**config.mk**
```make
export PLATFORM = sky130hd
export DESIGN_NAME = uv_bus_slice_flat
export DESIGN_NICKNAME = d
export VERILOG_FILES = /design/src/rtl/uv_bus_slice_if.sv /design/src/rtl/uv_bus_slice.sv /design/src/flat_wrapper.sv
export SDC_FILE = /design/constraint.sdc
export NUM_CORES = 1
export LEC_CHECK = 0
export BUFFER_PORTS_ARGS = -buffer_cell sky130_fd_sc_hd__buf_4
export CORE_MARGIN = 2
export CORE_UTILIZATION = 49
export DETAILED_ROUTE_END_ITERATION = 10
export PLACE_DENSITY_LB_ADDON = 0.1
export RECOVER_POWER = 100
export SLEW_MARGIN = 20
export SYNTH_ARGS = -nofsm -noshare
export SYNTH_HDL_FRONTEND = slang
export SYNTH_SLANG_ARGS = --single-unit
export TNS_END_PERCENT = 10
```
**constraint.sdc**
```tcl
create_clock -name clk -period 1.28 [get_ports clk]
set_input_delay 0.128 -clock clk [delete_from_list [all_inputs] [get_ports clk]]
set_output_delay 0.128 -clock clk [all_outputs]
set_load 0.01 [all_outputs]
```
**src/rtl/uv_bus_slice_if.sv**
```systemverilog
// Native request/response bus bundle. The master drives requests and accepts
// responses; the slave accepts requests and drives responses.
interface uv_bus_slice_if #(
  parameter int ALEN = 12,
  parameter int DLEN = 32,
  parameter int MLEN = DLEN / 8
);
  logic            req_vld;
  logic            req_rdy;
  logic            req_read;
  logic [ALEN-1:0] req_addr;
  logic [MLEN-1:0] req_mask;
  logic [DLEN-1:0] req_data;

  logic            rsp_vld;
  logic            rsp_rdy;
  logic [1:0]      rsp_excp;
  logic [DLEN-1:0] rsp_data;

  modport master (
    output req_vld, req_read, req_addr, req_mask, req_data,
    input  req_rdy,
    input  rsp_vld, rsp_excp, rsp_data,
    output rsp_rdy
  );

  modport slave (
    input  req_vld, req_read, req_addr, req_mask, req_data,
    output req_rdy,
    output rsp_vld, rsp_excp, rsp_data,
    input  rsp_rdy
  );
endinterface

```
**src/rtl/uv_bus_slice.sv**
```systemverilog
// Bidirectional register slice: each channel is a 2-entry skid buffer with a
// registered ready, so no combinational path crosses the slice.

module uv_bus_slice_chan #(
  parameter int W     = 8,
  parameter bit SLICE = 1'b1
) (
  input  logic         clk,
  input  logic         rst,
  input  logic         in_vld,
  output logic         in_rdy,
  input  logic [W-1:0] in_data,
  output logic         out_vld,
  input  logic         out_rdy,
  output logic [W-1:0] out_data
);
  generate
    if (SLICE) begin : g_reg
      logic         main_vld_reg, main_vld_next;
      logic [W-1:0] main_data_reg, main_data_next;
      logic         skid_vld_reg, skid_vld_next;
      logic [W-1:0] skid_data_reg, skid_data_next;
      logic         in_rdy_reg;
      logic         in_fire, out_fire, main_free;

      assign in_fire   = in_vld & in_rdy_reg;
      assign out_fire  = main_vld_reg & out_rdy;
      assign main_free = ~main_vld_reg | out_fire;

      // Skid data always drains into main before newer input, keeping FIFO order.
      always_comb begin
        main_vld_next  = main_vld_reg;
        main_data_next = main_data_reg;
        skid_vld_next  = skid_vld_reg;
        skid_data_next = skid_data_reg;
        if (main_free) begin
          if (skid_vld_reg) begin
            main_vld_next  = 1'b1;
            main_data_next = skid_data_reg;
            skid_vld_next  = in_fire;
            if (in_fire) begin
              skid_data_next = in_data;
            end
          end else begin
            main_vld_next = in_fire;
            if (in_fire) begin
              main_data_next = in_data;
            end
          end
        end else if (in_fire) begin
          skid_vld_next  = 1'b1;
          skid_data_next = in_data;
        end
      end

      always_ff @(posedge clk) begin
        if (rst) begin
          main_vld_reg  <= 1'b0;
          main_data_reg <= '0;
          skid_vld_reg  <= 1'b0;
          skid_data_reg <= '0;
          in_rdy_reg    <= 1'b0;
        end else begin
          main_vld_reg  <= main_vld_next;
          main_data_reg <= main_data_next;
          skid_vld_reg  <= skid_vld_next;
          skid_data_reg <= skid_data_next;
          in_rdy_reg    <= ~skid_vld_next;
        end
      end

      assign in_rdy   = in_rdy_reg;
      assign out_vld  = main_vld_reg;
      assign out_data = main_data_reg;
    end else begin : g_pass
      // Pass-through channel carries no state, so clock and reset go unused.
      logic unused_pass;
      assign unused_pass = clk ^ rst;

      assign in_rdy   = out_rdy;
      assign out_vld  = in_vld;
      assign out_data = in_data;
    end
  endgenerate
endmodule

module uv_bus_slice #(
  parameter int ALEN      = 12,
  parameter int DLEN      = 32,
  parameter int MLEN      = DLEN / 8,
  parameter bit REQ_SLICE = 1'b1,
  parameter bit RSP_SLICE = 1'b1
) (
  input  logic           clk,
  input  logic           rst,
  uv_bus_slice_if.slave  s,
  uv_bus_slice_if.master m
);
  localparam int REQ_W = 1 + ALEN + MLEN + DLEN;
  localparam int RSP_W = 2 + DLEN;

  logic [REQ_W-1:0] req_in, req_out;
  logic [RSP_W-1:0] rsp_in, rsp_out;

  assign req_in = {s.req_read, s.req_addr, s.req_mask, s.req_data};
  assign {m.req_read, m.req_addr, m.req_mask, m.req_data} = req_out;

  assign rsp_in = {m.rsp_excp, m.rsp_data};
  assign {s.rsp_excp, s.rsp_data} = rsp_out;

  uv_bus_slice_chan #(
    .W     (REQ_W),
    .SLICE (REQ_SLICE)
  ) u_req (
    .clk      (clk),
    .rst      (rst),
    .in_vld   (s.req_vld),
    .in_rdy   (s.req_rdy),
    .in_data  (req_in),
    .out_vld  (m.req_vld),
    .out_rdy  (m.req_rdy),
    .out_data (req_out)
  );

  uv_bus_slice_chan #(
    .W     (RSP_W),
    .SLICE (RSP_SLICE)
  ) u_rsp (
    .clk      (clk),
    .rst      (rst),
    .in_vld   (m.rsp_vld),
    .in_rdy   (m.rsp_rdy),
    .in_data  (rsp_in),
    .out_vld  (s.rsp_vld),
    .out_rdy  (s.rsp_rdy),
    .out_data (rsp_out)
  );
endmodule
```
**src/flat_wrapper.sv**
```systemverilog
// flat-port wrapper written by rule: the top's interface ports become plain ports
module uv_bus_slice_flat 
#(
  parameter int ALEN      = 12,
  parameter int DLEN      = 32,
  parameter int MLEN      = DLEN / 8,
  parameter bit REQ_SLICE = 1'b1,
  parameter bit RSP_SLICE = 1'b1
)
  (clk, rst, s_req_vld, s_req_read, s_req_addr, s_req_mask, s_req_data, s_req_rdy, s_rsp_vld, s_rsp_excp, s_rsp_data, s_rsp_rdy, m_req_vld, m_req_read, m_req_addr, m_req_mask, m_req_data, m_req_rdy, m_rsp_vld, m_rsp_excp, m_rsp_data, m_rsp_rdy);
  uv_bus_slice_if #(.ALEN(ALEN), .DLEN(DLEN), .MLEN(MLEN)) s_i ();
  uv_bus_slice_if #(.ALEN(ALEN), .DLEN(DLEN), .MLEN(MLEN)) m_i ();
  input  logic clk;
  input  logic rst;
  input wire logic [$bits(s_i.req_vld)-1:0] s_req_vld;
  input wire logic [$bits(s_i.req_read)-1:0] s_req_read;
  input wire logic [$bits(s_i.req_addr)-1:0] s_req_addr;
  input wire logic [$bits(s_i.req_mask)-1:0] s_req_mask;
  input wire logic [$bits(s_i.req_data)-1:0] s_req_data;
  output wire logic [$bits(s_i.req_rdy)-1:0] s_req_rdy;
  output wire logic [$bits(s_i.rsp_vld)-1:0] s_rsp_vld;
  output wire logic [$bits(s_i.rsp_excp)-1:0] s_rsp_excp;
  output wire logic [$bits(s_i.rsp_data)-1:0] s_rsp_data;
  input wire logic [$bits(s_i.rsp_rdy)-1:0] s_rsp_rdy;
  output wire logic [$bits(m_i.req_vld)-1:0] m_req_vld;
  output wire logic [$bits(m_i.req_read)-1:0] m_req_read;
  output wire logic [$bits(m_i.req_addr)-1:0] m_req_addr;
  output wire logic [$bits(m_i.req_mask)-1:0] m_req_mask;
  output wire logic [$bits(m_i.req_data)-1:0] m_req_data;
  input wire logic [$bits(m_i.req_rdy)-1:0] m_req_rdy;
  input wire logic [$bits(m_i.rsp_vld)-1:0] m_rsp_vld;
  input wire logic [$bits(m_i.rsp_excp)-1:0] m_rsp_excp;
  input wire logic [$bits(m_i.rsp_data)-1:0] m_rsp_data;
  output wire logic [$bits(m_i.rsp_rdy)-1:0] m_rsp_rdy;
  assign s_i.req_vld = s_req_vld;
  assign s_i.req_read = s_req_read;
  assign s_i.req_addr = s_req_addr;
  assign s_i.req_mask = s_req_mask;
  assign s_i.req_data = s_req_data;
  assign s_req_rdy = s_i.req_rdy;
  assign s_rsp_vld = s_i.rsp_vld;
  assign s_rsp_excp = s_i.rsp_excp;
  assign s_rsp_data = s_i.rsp_data;
  assign s_i.rsp_rdy = s_rsp_rdy;
  assign m_req_vld = m_i.req_vld;
  assign m_req_read = m_i.req_read;
  assign m_req_addr = m_i.req_addr;
  assign m_req_mask = m_i.req_mask;
  assign m_req_data = m_i.req_data;
  assign m_i.req_rdy = m_req_rdy;
  assign m_i.rsp_vld = m_rsp_vld;
  assign m_i.rsp_excp = m_rsp_excp;
  assign m_i.rsp_data = m_rsp_data;
  assign m_rsp_rdy = m_i.rsp_rdy;
  uv_bus_slice #(.ALEN(ALEN), .DLEN(DLEN), .MLEN(MLEN), .REQ_SLICE(REQ_SLICE), .RSP_SLICE(RSP_SLICE)) u_core (.clk(clk), .rst(rst), .s(s_i), .m(m_i));
endmodule
```
# --- Word-level counts from Yosys, hierarchy flattened ---
# Cells that the tools add are included.
op_classes:
  eq_ne: 2
  n_mux: 18
  bitwise: 10
  reduce_logical: 4
ops:
  columns: ["cell", "n"]
  rows:
  - ["2-to-1 mux 49 bit", 5]
  - ["2-to-1 mux 34 bit", 5]
  - ["2-to-1 mux 1 bit", 8]
  - ["AND 1 bit", 4]
  - ["!= test 2 bit, second input constant", 2]
  - ["inverter 1 bit", 4]
  - ["AND reduction 2 bit", 2]
  - ["nonzero test 2 bit", 2]
  - ["bitwise OR 1 bit", 2]
word_totals:
  regBits: 172
  in_bits: 89
  output_inout_bits: 87
  word_cells: 44

# --- Longest topological paths before layout ---
# Gate-level depths: netlist (run 1).
logic_depth:
  word_depth: 4
  ltp_mapped: 6
  depth_no_buf: 3

# --- Hierarchy ---
# A second synthesis (run 1) with hierarchy kept.
hier_totals:
  cells_unflattened: 769
  hier_area_um2: 7942.6
by_module_without_submodules:
  columns: ["mod", "instances", "cells_each", "area_each_um2", "seq_area_each_um2"]
  rows:
  - ["uv_bus_slice_chan at u_core.u_req", 1, 452, 4561.9, 2021.9]
  - ["uv_bus_slice_chan at u_core.u_rsp", 1, 317, 3380.7, 1421.4]

# --- Worst setup path before layout (run 1) ---
# Ideal clock, no wire load.
synth_timing:
  path_type: "register to register"
  start: "register u_core.u_req.g_reg.main_vld_reg (netlist: u_core.u_req.out_vld)"
  end: "register u_core.u_req.g_reg.skid_data_reg[38]"
  setup_ns: 0.072
  arrival_time_ns: 1.263
  required_ns: 1.208
  setup_slack_ns: -0.055
  path_stages_with_launch: 7
  path_buffers: 3
  period_less_slack_ns: 1.335
  path_cell_list: "dfxtp_1 -> nor2b_4 -> o211a_1 -> buf_2 -> buf_6 -> buf_6 -> mux2i_1"
synth_between:
  elab_chain_len: 3
  word_cells_on_any_way: 5
  cone_classes: "1 x eq/ne; 1 x mux; 3 x bitwise"
synth_lines:
  columns: ["element", "line_no", "source"]
  rows:
  - ["start: declaration", "uv_bus_slice.sv:19", "logic main_vld_reg, main_vld_next;"]
  - ["start signal: assignment", "uv_bus_slice.sv:64", "main_vld_reg <= main_vld_next;"]
  - ["AND 1 bit / inverter 1 bit (equally long branches)", "uv_bus_slice.sv:27, uv_bus_slice.sv:28", null]
  - ["bitwise OR 1 bit *", "uv_bus_slice.sv:28", "assign main_free = ~main_vld_reg | out_fire;"]
  - ["!= test 2 bit (no source line) / 2-to-1 mux 49 bit (equally long branches)", null, null]
  - ["end signal: assignment", "uv_bus_slice.sv:67", "skid_data_reg <= skid_data_next;"]
  - ["end: declaration", "uv_bus_slice.sv:22", "logic [W-1:0] skid_data_reg, skid_data_next;"]
# Every way passes the cells marked *; elsewhere a longest branch is shown, timed or not.
# A chain may end at the register's enable or synchronous reset.

# --- Worst setup path in the final report (run 1) ---
layout_timing:
  start: "register u_core.u_req.g_reg.main_vld_reg (netlist: u_core.u_req.out_vld)"
  end: "register u_core.u_req.g_reg.skid_data_reg[45]"
# The elaborated chain is that of the path after synthesis.

==> flow_results.org, run 1 <==
** Floorplan
- The floorplan step defined a core boundary enclosing 15800 sq um.
- The floorplan step defined a die boundary enclosing 17100 sq um.
- Initial Util :: 49.8%
- 176 I/O pins were placed.
- The die is 131 microns wide.
- DIE HEIGHT :: 131 microns
- The initialized floorplan defines 46 standard-cell rows.

** Global route
- Global routing used 24.2% of the available tracks across all layers.
- First-pass GRT wire length :: 32500 microns
- Maximum number of pins on one net before global-route repair :: 66
- Leftover overflow at the end of global routing :: 0
- The number of global-route vias before repair was 6681.
- Number of antenna violations at the first check in global routing :: 0

** Route
- DRC violations left :: 0
- Via count normalized by instance count :: 5.34
- The count of nets left with antenna violations once routing finished came out at 0.
- After the first detailed-routing iteration, the DRC count stood at 322.
- The final layout contains routed wiring with a total length of 21100 microns.
- The routed layout has 6601 vias.
- Before antenna repair, the detailed router went through 7 iterations.
- Average wire per standard cell :: 17.1 microns

** Clock tree
- Clock tree synthesis selected as its root buffer the cell clkbuf_16.
- TritonCTS built the clock tree.
- Clock transition at the register clock pins on the worst setup and hold paths after CTS :: 0.07 ns
- Total CTS buffers :: 17
- Clock tree synthesis found a total of 172 sinks.
- The later pin in the worst-skew pair is clocked with a latency of 0.43 ns.
- Number of buffers on the longest clock path :: 2
- H-tree level count :: 4

** Synth
- Sequential fraction of the synthesis area :: 43.6%
- Cell count after synthesis :: 767
- Synthesized area :: 7890 sq um
- Post-Synthesis Mean Instance Area :: 10.3 sq um
- Syn_nets :: 856
- Count of yosys warnings during synthesis :: 0
- Count of cell types in the netlist :: 23
- Seq cells post-synth :: 172

** Status
- The checks that failed: negative setup slack.
- Outcome :: complete, but fails checks

** Timing
- Count of final setup violators :: 39
- The final max-slew violation count is 0.
- The final number of hold-violating endpoints is 0.
- Worst max-slew margin expressed relative to the limit :: 76.6%
- Worst Slack Setup Final :: -0.0439 ns
- The final critical path takes up 103% of the cycle.
- After layout, the minimum clock period comes to 1.32 ns.
- Hold is met by 0.0571 ns.
- Max frequency :: 0.755 GHz
- After routing, the total negative slack on setup checks comes to -0.714 ns.
- For the pin with the worst max-slew slack, the measured transition is 0.351 ns.
- Worst Clk Skew :: 0.00812 ns
- Unrepaired setup endpoints after global routing :: yes

** Critical path
- Category of the worst setup path launch point :: flop
- The slowest stage of the critical path belongs to the cell dfxtp_2.
- Sort of element at the end of the critical path :: flop
- Setup slack of the worst register-to-register path :: -0.04 ns
- Data arrives at the worst endpoint at 1.68 ns.
- By startpoint and endpoint, the worst setup path is classified as reg -> reg.
- Cell breakdown of the critical path :: nor2b_4 -> buf_6 -> o211a_4 -> clkbuf_16 -> mux2i_1
- Data on the critical path is required at its endpoint by 1.64 ns.
- In this design, the stage delay of the slowest critical-path cell is 0.33 ns.
- Maximum net fanout on the critical path :: 10

** Layout
- Of the cells placed in the final design, the portion with a size suffix greater than 1 is 20.5%.
- At the end of the flow the core is filled with cells to 68.4%.
- The sequential cells in the finished layout cover a total of 3450 sq um.
- At the end of the flow, the number of nets in the layout was 1097.
- Number of filler instances in the final layout :: 1274
- Design area :: 10800 sq um
- In the final layout, the multi-input gates occupy 4120 sq um.
- The repair_antennas step left the layout with diodes totalling 0.
- Area Overhead vs Synth :: 37.2%

** Power
- Power density of the placed cells :: 1180 nW/um^2
- Summed over all cells, the static leakage comes to 3.75 nW.
- The worst-case IR drop observed on VDD is 0.000931 V.

** Hold path
- Path class of the lowest-slack min-delay path :: in -> reg

** Placement
- Buffers on Ports :: 175
- Final HPWL DP :: 13000 microns
- Summing all placed instances gives a cell area of 9510 sq um.
- Gpl congestion :: 0.792

** Flow run
- Number of maximum-capacitance violations :: 0
-- cell type report --
type / instances / area share, %
clock buffers: 18 / 3.96
clock inverters: 14 / 1.47
multi-input cells: 520 / 38.0
repair buffers: 297 / 22.2
well taps: 216 / 2.50
flip-flops and latches: 172 / 31.9
-- final timing paths --
path / startpoint / endpoint / cells after the start
hold reg to reg: u_core.u_rsp.g_reg.skid_data_reg[32] / u_core.u_rsp.g_reg.skid_data_reg[32] / 2
hold / removal: rst / u_core.u_req.out_data[15] / 2
setup reg to reg: u_core.u_req.out_vld / u_core.u_req.g_reg.skid_data_reg[45] / 5
setup / recovery: u_core.u_req.out_vld / u_core.u_req.g_reg.skid_data_reg[45] / 5
-- metal layers --
layer / wire [microns] / vias up / global-route usage, %
li1: - / 3188 / -
met1: 9000 / 3227 / 28.0
met2: 10800 / 158 / 43.7
met3: 950 / 28 / 5.66
met4: 295 / 0 / 8.64
met5: 0 / - / 0
-- power by group --
| part | leakage (nW) | internal, W | switching, W | total, W |
|---|---|---|---|---|
| Combinational | 2.07 | 0.000929 | 0.000904 | 0.00183 |
| Sequential | 1.41 | 0.00558 | 0.000145 | 0.00573 |
| Clock | 0.276 | 0.00292 | 0.00230 | 0.00521 |
| Total | 3.75 | 0.00943 | 0.00335 | 0.0128 |
-- cell families (layout without fill, tap and decap cells) --
group,count (synthesis),in the layout,share of synthesized area (%)
mux,166,166,21.1
simple gates,177,178,14.0
flops,172,172,43.6
buf+inv,76,329,5.23
compound gates,176,176,16.1
-- metrics by stage --
step / worst slack [ns] / power [W] / std cells
6_report: -0.0439 / 0.0128 / 1237
3_5_place_dp: -0.287 / 0.00755 / 1114
3_3_place_gp: -0.431 / 0.00748 / 1113
5_1_grt: -0.0943 / 0.0132 / 1237
4_1_cts: -0.0575 / 0.0130 / 1236
2_1_floorplan: -0.0145 / 0.00673 / 767
-- cell usage in the layout (no fill, tap or decap) --
cell type,count
dfxtp_4,1
o21ba_2,1
inv_8,1
a211oi_1,47
a21o_4,1
clkinv_4,1
clkbuf_1,85
a21o_1,1
clkbuf_16,18
nor3b_1,1
a211oi_2,36
nor3_1,1
buf_6,7
nand2b_2,1
nor2_1,2
buf_8,1
dfxtp_1,169
o211a_4,2
a21oi_1,85
mux2i_1,166
a21oi_2,1
dfxtp_2,2
buf_12,15
bufinv_16,2
inv_6,5
nand2_1,1
nor2b_4,2
nand2b_1,167
o211ai_1,1
nor2_4,2
a31oi_1,1
clkinvlp_4,4
and2_2,1
clkbuf_2,1
clkinv_2,1
dlygate4sd3_1,85
buf_4,101
buf_16,2
-- worst max-delay path: cells and delay by family, from the launching register on --
kind / cells / cell delay (ns)
compound gates: 1 / 0.26
buf+inv: 2 / 0.32
flops: 1 / 0.33
simple gates: 1 / 0.15
mux: 1 / 0.19
-- synth_stat cells --
cell type / n / area [sq um]
a31oi_1: 1 / 6.26
o21ba_2: 1 / 10.0
nor2b_1: 1 / 6.26
buf_6: 11 / 124
mux2i_1: 166 / 1660
clkbuf_1: 37 / 139
nand2b_1: 168 / 1050
a211oi_1: 53 / 398
buf_2: 24 / 120
dfxtp_1: 172 / 3440
nor2_1: 3 / 11.3
a21oi_1: 85 / 425
nor2b_4: 1 / 13.8
o211a_1: 2 / 20.0
a21o_1: 2 / 15.0
a211oi_2: 30 / 375
and2_1: 1 / 6.26
a21oi_2: 1 / 8.76
o211ai_1: 1 / 7.51
buf_4: 4 / 30.0
nor3_1: 1 / 5.00
nor3b_1: 1 / 7.51
nand2_1: 1 / 3.75
-- timing repair --
item,4_1_cts,5_1_grt
gates cloned,3,1
endpoints found under the hold margin,85,0
pin swaps,1,7
hold buffers,85,0
setup buffers,2,0
endpoints found under the setup margin,124,132
gates resized for setup,15,9
Note: power is estimated with default switching activity, not from simulation.
==> inputs of run 2 (changes only) <==
--- a/config.mk
+++ b/config.mk
@@ -7,7 +7,7 @@
 export LEC_CHECK = 0
 export BUFFER_PORTS_ARGS = -buffer_cell sky130_fd_sc_hd__buf_4
 export CORE_MARGIN = 2
-export CORE_UTILIZATION = 49
+export CORE_UTILIZATION = 40
 export DETAILED_ROUTE_END_ITERATION = 10
 export PLACE_DENSITY_LB_ADDON = 0.1
 export RECOVER_POWER = 100
==> run 2 against run 1 <==
  * The run now ends clean
  * Flip-flop and latch count did not move
  * Cell area is 0.97% lower
  * Power is 3.8% lower
  * Sequential power about the same
  * Combinational power fell by 2%
  * Register-to-register slack better by 0.09 ns
  * Wire length shrank 3.4%
  * Hold slack worse by 0.029 ns
  * Non-clock buffer count is 8 lower
  * Utilization down 13 points
  * Sequential share of layout area grew 0.34 points
==> flow_results.org, run 2 (synthesized netlist as in run 1, its figures left out) <==
** Status
- Outcome :: finished clean

** Floorplan
- DIE HEIGHT :: 144 microns (+10%)
- Core area :: 19400 sq um (+23%)
- Top-Level Pins :: 176 (unchanged)
- Std-Cell Rows :: 51 (+11%)
- The overall die width is 144 microns (+10%).
- Die Area :: 20900 sq um (+22%)
- The effective utilization at floorplan is 40.7% (-9.2 points).

** Global route
- The first-pass GRT wire length came to 32200 microns (-0.97%).
- The global route total overflow came to 0 (unchanged).
- Overall routing resource usage :: 19.4% (-4.7 points)
- The number of global-route vias before repair was 6512 (-2.5%).
- Maximum number of pins on one net before global-route repair :: 60 (-9.1%)
- The initial antenna violation count was 0 (unchanged).

** Critical path
- The slowest stage of the critical path belongs to the cell dfxtp_2.
- Category of the worst setup path launch point :: flop
- Required time of the worst setup path :: 1.62 ns (-0.02 ns)
- The critical path in this run is classified as reg -> reg.
- Peak per-stage delay on the critical path :: 0.35 ns (+0.02 ns)
- Worst path arrival time :: 1.57 ns (-0.11 ns)
- Cell breakdown of the critical path :: nor2b_4 -> o211a_4 -> buf_4 -> mux2i_2
- Sort of element at the end of the critical path :: flop
- Maximum net fanout on the critical path :: 7 (-3)

** Timing
- The final number of hold-violating endpoints was 0 (unchanged).
- Setup repair after global routing could not meet its margin everywhere.
- The final max-slew violation count is 0 (unchanged).
- The slew at the pin with the worst max-slew slack came to 0.282 ns (-0.0689 ns).
- The normalized max-slew margin was 81.2% (+4.6 points).
- Count of final setup violators :: 0 (-100%)
- The largest clock skew in the final design was 0.00780 ns (-0.000313 ns).
- The final cycle utilization of the critical path came to 96.5% (-6.9 points).
- Worst-case hold slack :: 0.0282 ns (-0.0289 ns)
- The time the final worst path needs with I/O delays and setup came to 1.24 ns (-0.0885 ns).
- Max frequency :: 0.809 GHz (+7.2%)

** Flow run
- The number of maximum-capacitance violations was 0 (unchanged).

** Clock tree
- The maximum level of the CTS H-tree was 4 (unchanged).
- TritonCTS clock tree :: built
- The clock input transition at the sequential cells of the worst setup and hold paths was 0.06 ns (about the same).
- Latest clock arrival within the worst-skew pair :: 0.42 ns (about the same)
- Clock root buffer :: clkbuf_16
- The clock sink count is 172 (unchanged).
- Number of buffers on the longest clock path :: 2 (unchanged)
- Total CTS buffers :: 17 (unchanged)

** Placement
- Gpl congestion :: 0.757 (-4.4%)
- Final HPWL DP :: 13400 microns (+3.4%)
- Area after detailed placement :: 9590 sq um (+0.92%)
- Buffers on Ports :: 175 (unchanged)

** Power
- The net switching power of the design came to 0.00307 W (-8.1%).
- Sequential cell fraction of total power :: 46.7% (+1.9 points)
- The combinational share of power was 14.5% (about the same).
- The fraction of power consumed by the clock network came to 38.8% (-2.0 points).
- Static Leak :: 3.69 nW (-1.5%)
- Worst VDD drop :: 0.000905 V (-2.9%)
- Power density of the placed cells :: 1150 nW/um^2 (-2.9%)
- The design internal power came to 0.00921 W (-2.3%).
- Switching fraction of total power :: 25.0% (-1.2 points)

** Route
- Total via count in the routed design :: 6444 (-2.4%)
- The total met3 wirelength after detailed routing is 702 microns (-26%).
- The residual antenna-violating net count after detailed routing was 0 (unchanged).
- DRT iter0 DRCs :: 269 (-16%)
- Via count normalized by instance count :: 5.05 (-5.3%)
- The average wire per cell in the routed design is 16.0 microns (-6.3%).
- Uppermost routed layer :: met4
- Pre-Repair DR Iteration Count :: 4 (-3)
- Wire length after detailed routing :: 20400 microns (-3.4%)
- The length of routed met2 wiring was 10300 microns (-5.0%).
- Wl on met1 :: 9100 microns (+1.2%)
- DRC violations left :: 0 (unchanged)

** Layout
- The share of post-route cells with drive strength above 1 was 20.6% (+0.12 points).
- The total area of sequential cells is 3450 sq um (about the same).
- Number of filler instances in the final layout :: 1814 (+42%)
- Number of antenna repair diodes :: 0 (unchanged)
- Design area :: 10700 sq um (-0.97%)
- Net total in the final layout :: 1088 (-0.82%)
- The final design utilization is 55.3% (-13 points).
- Area Overhead vs Synth :: 35.9%
- The library cells used most frequently in the layout, excluding fill and tap cells, are 167 x nand2b_1, 167 x dfxtp_1, 162 x mux2i_1.
- The area taken by multi-input logic gates is 4120 sq um (about the same).

** Hold path
- The tightest min-delay check is of the in -> reg type.
## run 2: changes by cell type in the layout (fill, tap and decap cells not counted), moves of 2 or more
| cell | previous run | this run |
|---|---|---|
| buf_6 | 7 | 2 |
| clkbuf_8 | 0 | 5 |
| inv_6 | 5 | 0 |
| buf_4 | 101 | 105 |
| dlygate4sd3_1 | 85 | 81 |
| mux2i_1 | 166 | 162 |
| mux2i_2 | 0 | 4 |
| buf_16 | 2 | 0 |
| bufinv_16 | 2 | 0 |
| clkinv_2 | 1 | 3 |
| clkinvlp_4 | 4 | 2 |
| dfxtp_1 | 169 | 167 |
| dfxtp_2 | 2 | 4 |
## run 2: final cells by class
class	instances	share of cell area, %
multi-input cells	519	38.4
clock inverters	6	0.338
repair buffers	289	21.3
well taps	265	3.09
flip-flops and latches	172	32.2
clock buffers	24	4.68
## run 2: power by group through the flow
stage          clock (W)  combinational, W  sequential [W]
2_1_floorplan          0          0.000823         0.00591
3_5_place_dp           0           0.00172         0.00585
3_3_place_gp           0           0.00168         0.00585
4_1_cts          0.00491           0.00193         0.00574
5_1_grt          0.00511           0.00195         0.00576
6_report         0.00476           0.00179         0.00574
## run 2: stage by stage
step           cells  setup TNS (ns)  power [W]  setup slack [ns]
5_1_grt         1275         -0.0761     0.0128           -0.0270
3_3_place_gp    1163               0    0.00753            0.0686
2_1_floorplan    767          -0.402    0.00673           -0.0145
4_1_cts         1274               0     0.0126            0.0221
6_report        1275               0     0.0123            0.0446
3_5_place_dp    1163        -0.00717    0.00758          -0.00717
## run 2: layer usage
layer	vias up	track usage, %
met5	-	0
met4	0	6.13
met3	19	3.91
met2	138	33.9
met1	3120	24.1
li1	3167	-
## run 2: path summary, 6_finish.rpt
path	slack (ns)	end	start	cells past startpoint
worst max-delay path	0.04	u_core.u_req.g_reg.skid_data_reg[27]	u_core.u_req.out_vld	4
worst min-delay path	0.03	u_core.u_req.g_reg.skid_data_reg[47]	s_req_addr[11]	3
worst max register to register	0.04	u_core.u_req.g_reg.skid_data_reg[27]	u_core.u_req.out_vld	4
worst min register to register	0.47	u_core.u_req.g_reg.skid_data_reg[44]	u_core.u_req.g_reg.skid_data_reg[44]	2
## run 2: critical path: cells and delay by family, from the launching register on
family	cells	cell delay, ns
AO/OA/AOI/OAI	1	0.20
flip-flops	1	0.35
AND/OR/NAND/NOR	1	0.16
multiplexers	1	0.24
buffers and inverters	1	0.20
## run 2: what timing repair did
item	4_1_cts	5_1_grt
setup buffers	0	0
pin swaps	0	1
resized for setup	2	14
endpoints found under the hold margin	81	0
hold buffers	81	0
setup endpoints to repair	10	41
gates cloned	0	1
==> inputs of run 3 (changes only) <==
--- a/config.mk
+++ b/config.mk
@@ -6,7 +6,6 @@
 export NUM_CORES = 1
 export LEC_CHECK = 0
 export BUFFER_PORTS_ARGS = -buffer_cell sky130_fd_sc_hd__buf_4
-export CORE_MARGIN = 2
 export CORE_UTILIZATION = 40
 export DETAILED_ROUTE_END_ITERATION = 10
 export PLACE_DENSITY_LB_ADDON = 0.1
==> run 3 against run 2 <==
  * The flow now finishes with violations (negative setup slack)
  * Maximum frequency fell by 6.2%
  * Cell area increased by 4.2%
  * Sequential power about the same
  * Clock-buffer cell count shrank 4
  * Clock skew is 0.0012 ns higher
  * Global-route usage rose by 1.6 points
  * Critical path depth increased by 1
  * Wire length is 4.1% higher
  * Final cell count grew 1.3%
  * Largest cell class unchanged
  * Largest power group unchanged
  * Highest routed layer unchanged
==> flow_results.org, run 3 (synthesized netlist as in run 1, its figures left out) <==
** Status
- Outcome :: complete, but fails checks
- The final reports fail on negative setup slack.

** Placement
- Gpl congestion :: 0.739 (-2.5%)
- The worst-case setup slack after placement is -0.222 ns (-0.215 ns).
- The number of placed cells counting well taps was 1161 (-0.17%).
- Buffers on Ports :: 175 (unchanged)
- Area after detailed placement :: 9600 sq um (about the same)
- The detailed placer's ending HPWL is 12900 microns (-3.9%).

** Layout
- Final design utilization :: 58.7% (+3.4 points)
- Net total in the final layout :: 1108 (+1.8%)
- Number of filler instances in the final layout :: 1726 (-4.9%)
- Most common library cell in the layout ignoring fill and taps :: dfxtp_1
- Top library cells by usage in the layout, fill and taps aside :: 168 x dfxtp_1, 167 x nand2b_1, 161 x mux2i_1
- The number of standard cells in the final layout excluding fillers came to 1292 (+1.3%).
- Share of post-route cells with drive strength above 1 :: 22.9% (+2.3 points)
- The antenna diode count came to 0 (unchanged).
- Design area :: 11200 sq um (+4.2%)
- Compared with the post-synthesis result, the final layout area differs by 41.6%.

** Floorplan
- Top-Level Pins :: 176 (unchanged)
- X dimension of the die :: 142 microns (-1.4%)
- DIE HEIGHT :: 142 microns (-1.4%)
- The floorplan die area came to 20300 sq um (-2.8%).
- The effective utilization at floorplan is 41.5% (+0.81 points).
- Core area :: 19000 sq um (-2.0%)
- The number of core rows is 50 (-2.0%).

** Route
- Average wire per standard cell :: 16.4 microns (+2.8%)
- DRC violations left :: 0 (unchanged)
- The number of search-and-repair iterations in the first detailed-routing pass came to 4 (unchanged).
- The overall via count from detail_route was 6519 (+1.2%).
- Via count normalized by instance count :: 5.05 (-0.17%)
- Final ANT Viol Nets :: 0 (unchanged)
- The sum of routed wire length over all layers was 21200 microns (+4.1%).
- The number of DRC violations after detailed-routing iteration 0 came to 304 (+13%).

** Global route
- The largest net degree at the start of global routing is 60 (unchanged).
- The initial antenna violation count came to 0 (unchanged).
- Overall routing resource usage :: 21.0% (+1.6 points)
- Number of global-route vias before repair :: 6765 (+3.9%)
- The first-pass GRT wire length came to 33600 microns (+4.3%).
- Leftover overflow at the end of global routing :: 0 (unchanged)

** Timing
- Hold violation count in the final report :: 0 (unchanged)
- The count of final setup violators was 3 (+3).
- Worst Tran Pin Value :: 0.354 ns (+0.0721 ns)
- The final max-slew violation count was 0 (unchanged).
- Worst Slack Setup Final :: -0.0377 ns (-0.0823 ns)
- The normalized max-slew margin is 76.4% (-4.8 points).
- Total negative slack :: -0.0828 ns (-0.0828 ns)
- The highest clock frequency the design can meet came to 0.759 GHz (-6.2%).
- Unrepaired setup endpoints after global routing :: yes
- Worst Clk Skew :: 0.00900 ns (+0.00120 ns)
- Minimum clock period after layout :: 1.32 ns (+0.0823 ns)
- The final cycle utilization of the critical path is 103% (+6.4 points).

** Critical path
- The critical path starts at u_core.u_req.g_reg.skid_vld_reg.
- Most numerous cell on the critical path :: buf_12
- Sort of element at the end of the critical path :: flop
- The worst setup path is of the reg -> reg kind.
- The slowest stage of the critical path is the dfxtp_4 cell.
- Category of the worst setup path launch point :: flop
- The startpoint identified for the worst register-to-register timing path is u_core.u_req.g_reg.skid_vld_reg.
- The signal arrival time at the worst endpoint was 1.66 ns (+0.09 ns).
- Walking the worst path, the cells encountered are buf_12 -> o211a_4 -> buf_6 -> buf_12 -> mux2i_2.
- Maximum net fanout on the critical path :: 7 (unchanged)
- Required time of the worst setup path :: 1.62 ns (about the same)
- Peak per-stage delay on the critical path :: 0.35 ns (about the same)

** Flow run
- The number of maximum-capacitance violations is 0 (unchanged).

** Hold path
- The startpoint identified for the worst hold timing path is s_req_data[25].
- Path class of the lowest-slack min-delay path :: in -> reg

** Clock tree
- Count of clock tree sinks :: 172 (unchanged)
- TritonCTS built the clock tree.
- The clock input transition at the sequential cells of the worst setup and hold paths was 0.07 ns (about the same).
- The CTS buffer count came to 17 (unchanged).
- The maximum level of the CTS H-tree is 4 (unchanged).
- The source-to-sink clock delay at the later pin of the worst-skew pair came to 0.42 ns (about the same).
- Number of buffers on the longest clock path :: 2 (unchanged)
- Clock root buffer :: clkbuf_16

** Power
- Worst VDD drop :: 0.000995 V (+10%)
- The total power per unit cell area is 1150 nW/um^2 (+0.50%).
- Static Leak :: 3.89 nW (+5.4%)
[run 3: changes by cell type in the layout (fill, tap and decap cells not counted), sizes merged]
| cell | before | now |
|---|---|---|
| buf | 123 | 143 |
| bufinv | 0 | 2 |
| clkbuf | 109 | 105 |
| clkinv | 3 | 4 |
| clkinvlp | 2 | 3 |
| inv | 1 | 3 |
[run 3: report_power, final]
part / internal [W] / switching (W)
Clock: 0.00300 / 0.00225
Combinational: 0.000970 / 0.000906
Sequential: 0.00558 / 0.000147
Total: 0.00955 / 0.00331
[run 3: critical path, delay by kind of cell, from the launching register on]
family	cells	cell delay, ns
AO/OA/AOI/OAI	1	0.27
buffers and inverters	3	0.41
flip-flops	1	0.35
multiplexers	1	0.19
[run 3: final cells by class]
| type | instances | area (sq um) | area share (%) |
|---|---|---|---|
| multi-input cells | 519 | 4150 | 37.2 |
| repair buffers | 309 | 2650 | 23.7 |
| flip-flops and latches | 172 | 3450 | 30.9 |
| clock buffers | 20 | 457 | 4.09 |
| clock inverters | 12 | 136 | 1.22 |
| well taps | 260 | 325 | 2.91 |
[run 3: repair_timing]
| action | CTS | global route |
|---|---|---|
| endpoints found under the hold margin | 81 | 0 |
| resized for setup | 20 | 24 |
| hold buffers | 81 | 0 |
| setup buffers | 11 | 2 |
| pin swaps | 2 | 16 |
| cloned | 7 | 1 |
| endpoints found under the setup margin | 158 | 107 |
[run 3: per-layer routing]
metal | wire length, microns | share of wire (%) | up-vias | GRT usage, %
li1 | - | - | 3218 | -
met1 | 9690 | 46 | 3118 | 25.1
met2 | 10300 | 48 | 163 | 37.0
met3 | 922 | 4.3 | 20 | 4.24
met4 | 345 | 1.6 | 0 | 7.81
met5 | 0 | 0 | - | 0
[run 3: worst paths after layout]
| kind | end | slack [ns] | cells past startpoint |
|---|---|---|---|
| worst min-delay path | u_core.u_req.g_reg.skid_data_reg[25] | 0.02 | 3 |
| worst min register to register | u_core.u_req.g_reg.skid_data_reg[3] | 0.47 | 2 |
| worst max-delay path | u_core.u_req.g_reg.skid_data_reg[8] | -0.04 | 5 |
| worst max register to register | u_core.u_req.g_reg.skid_data_reg[8] | -0.04 | 5 |
[run 3: metrics by stage]
stage	hold slack, ns	power [W]
final	0.0159	0.0129
after detailed placement	0.413	0.00758
after global routing	0.0172	0.0134
after CTS	0.00137	0.0131
after floorplan	0.283	0.00673
after global placement	0.407	0.00750
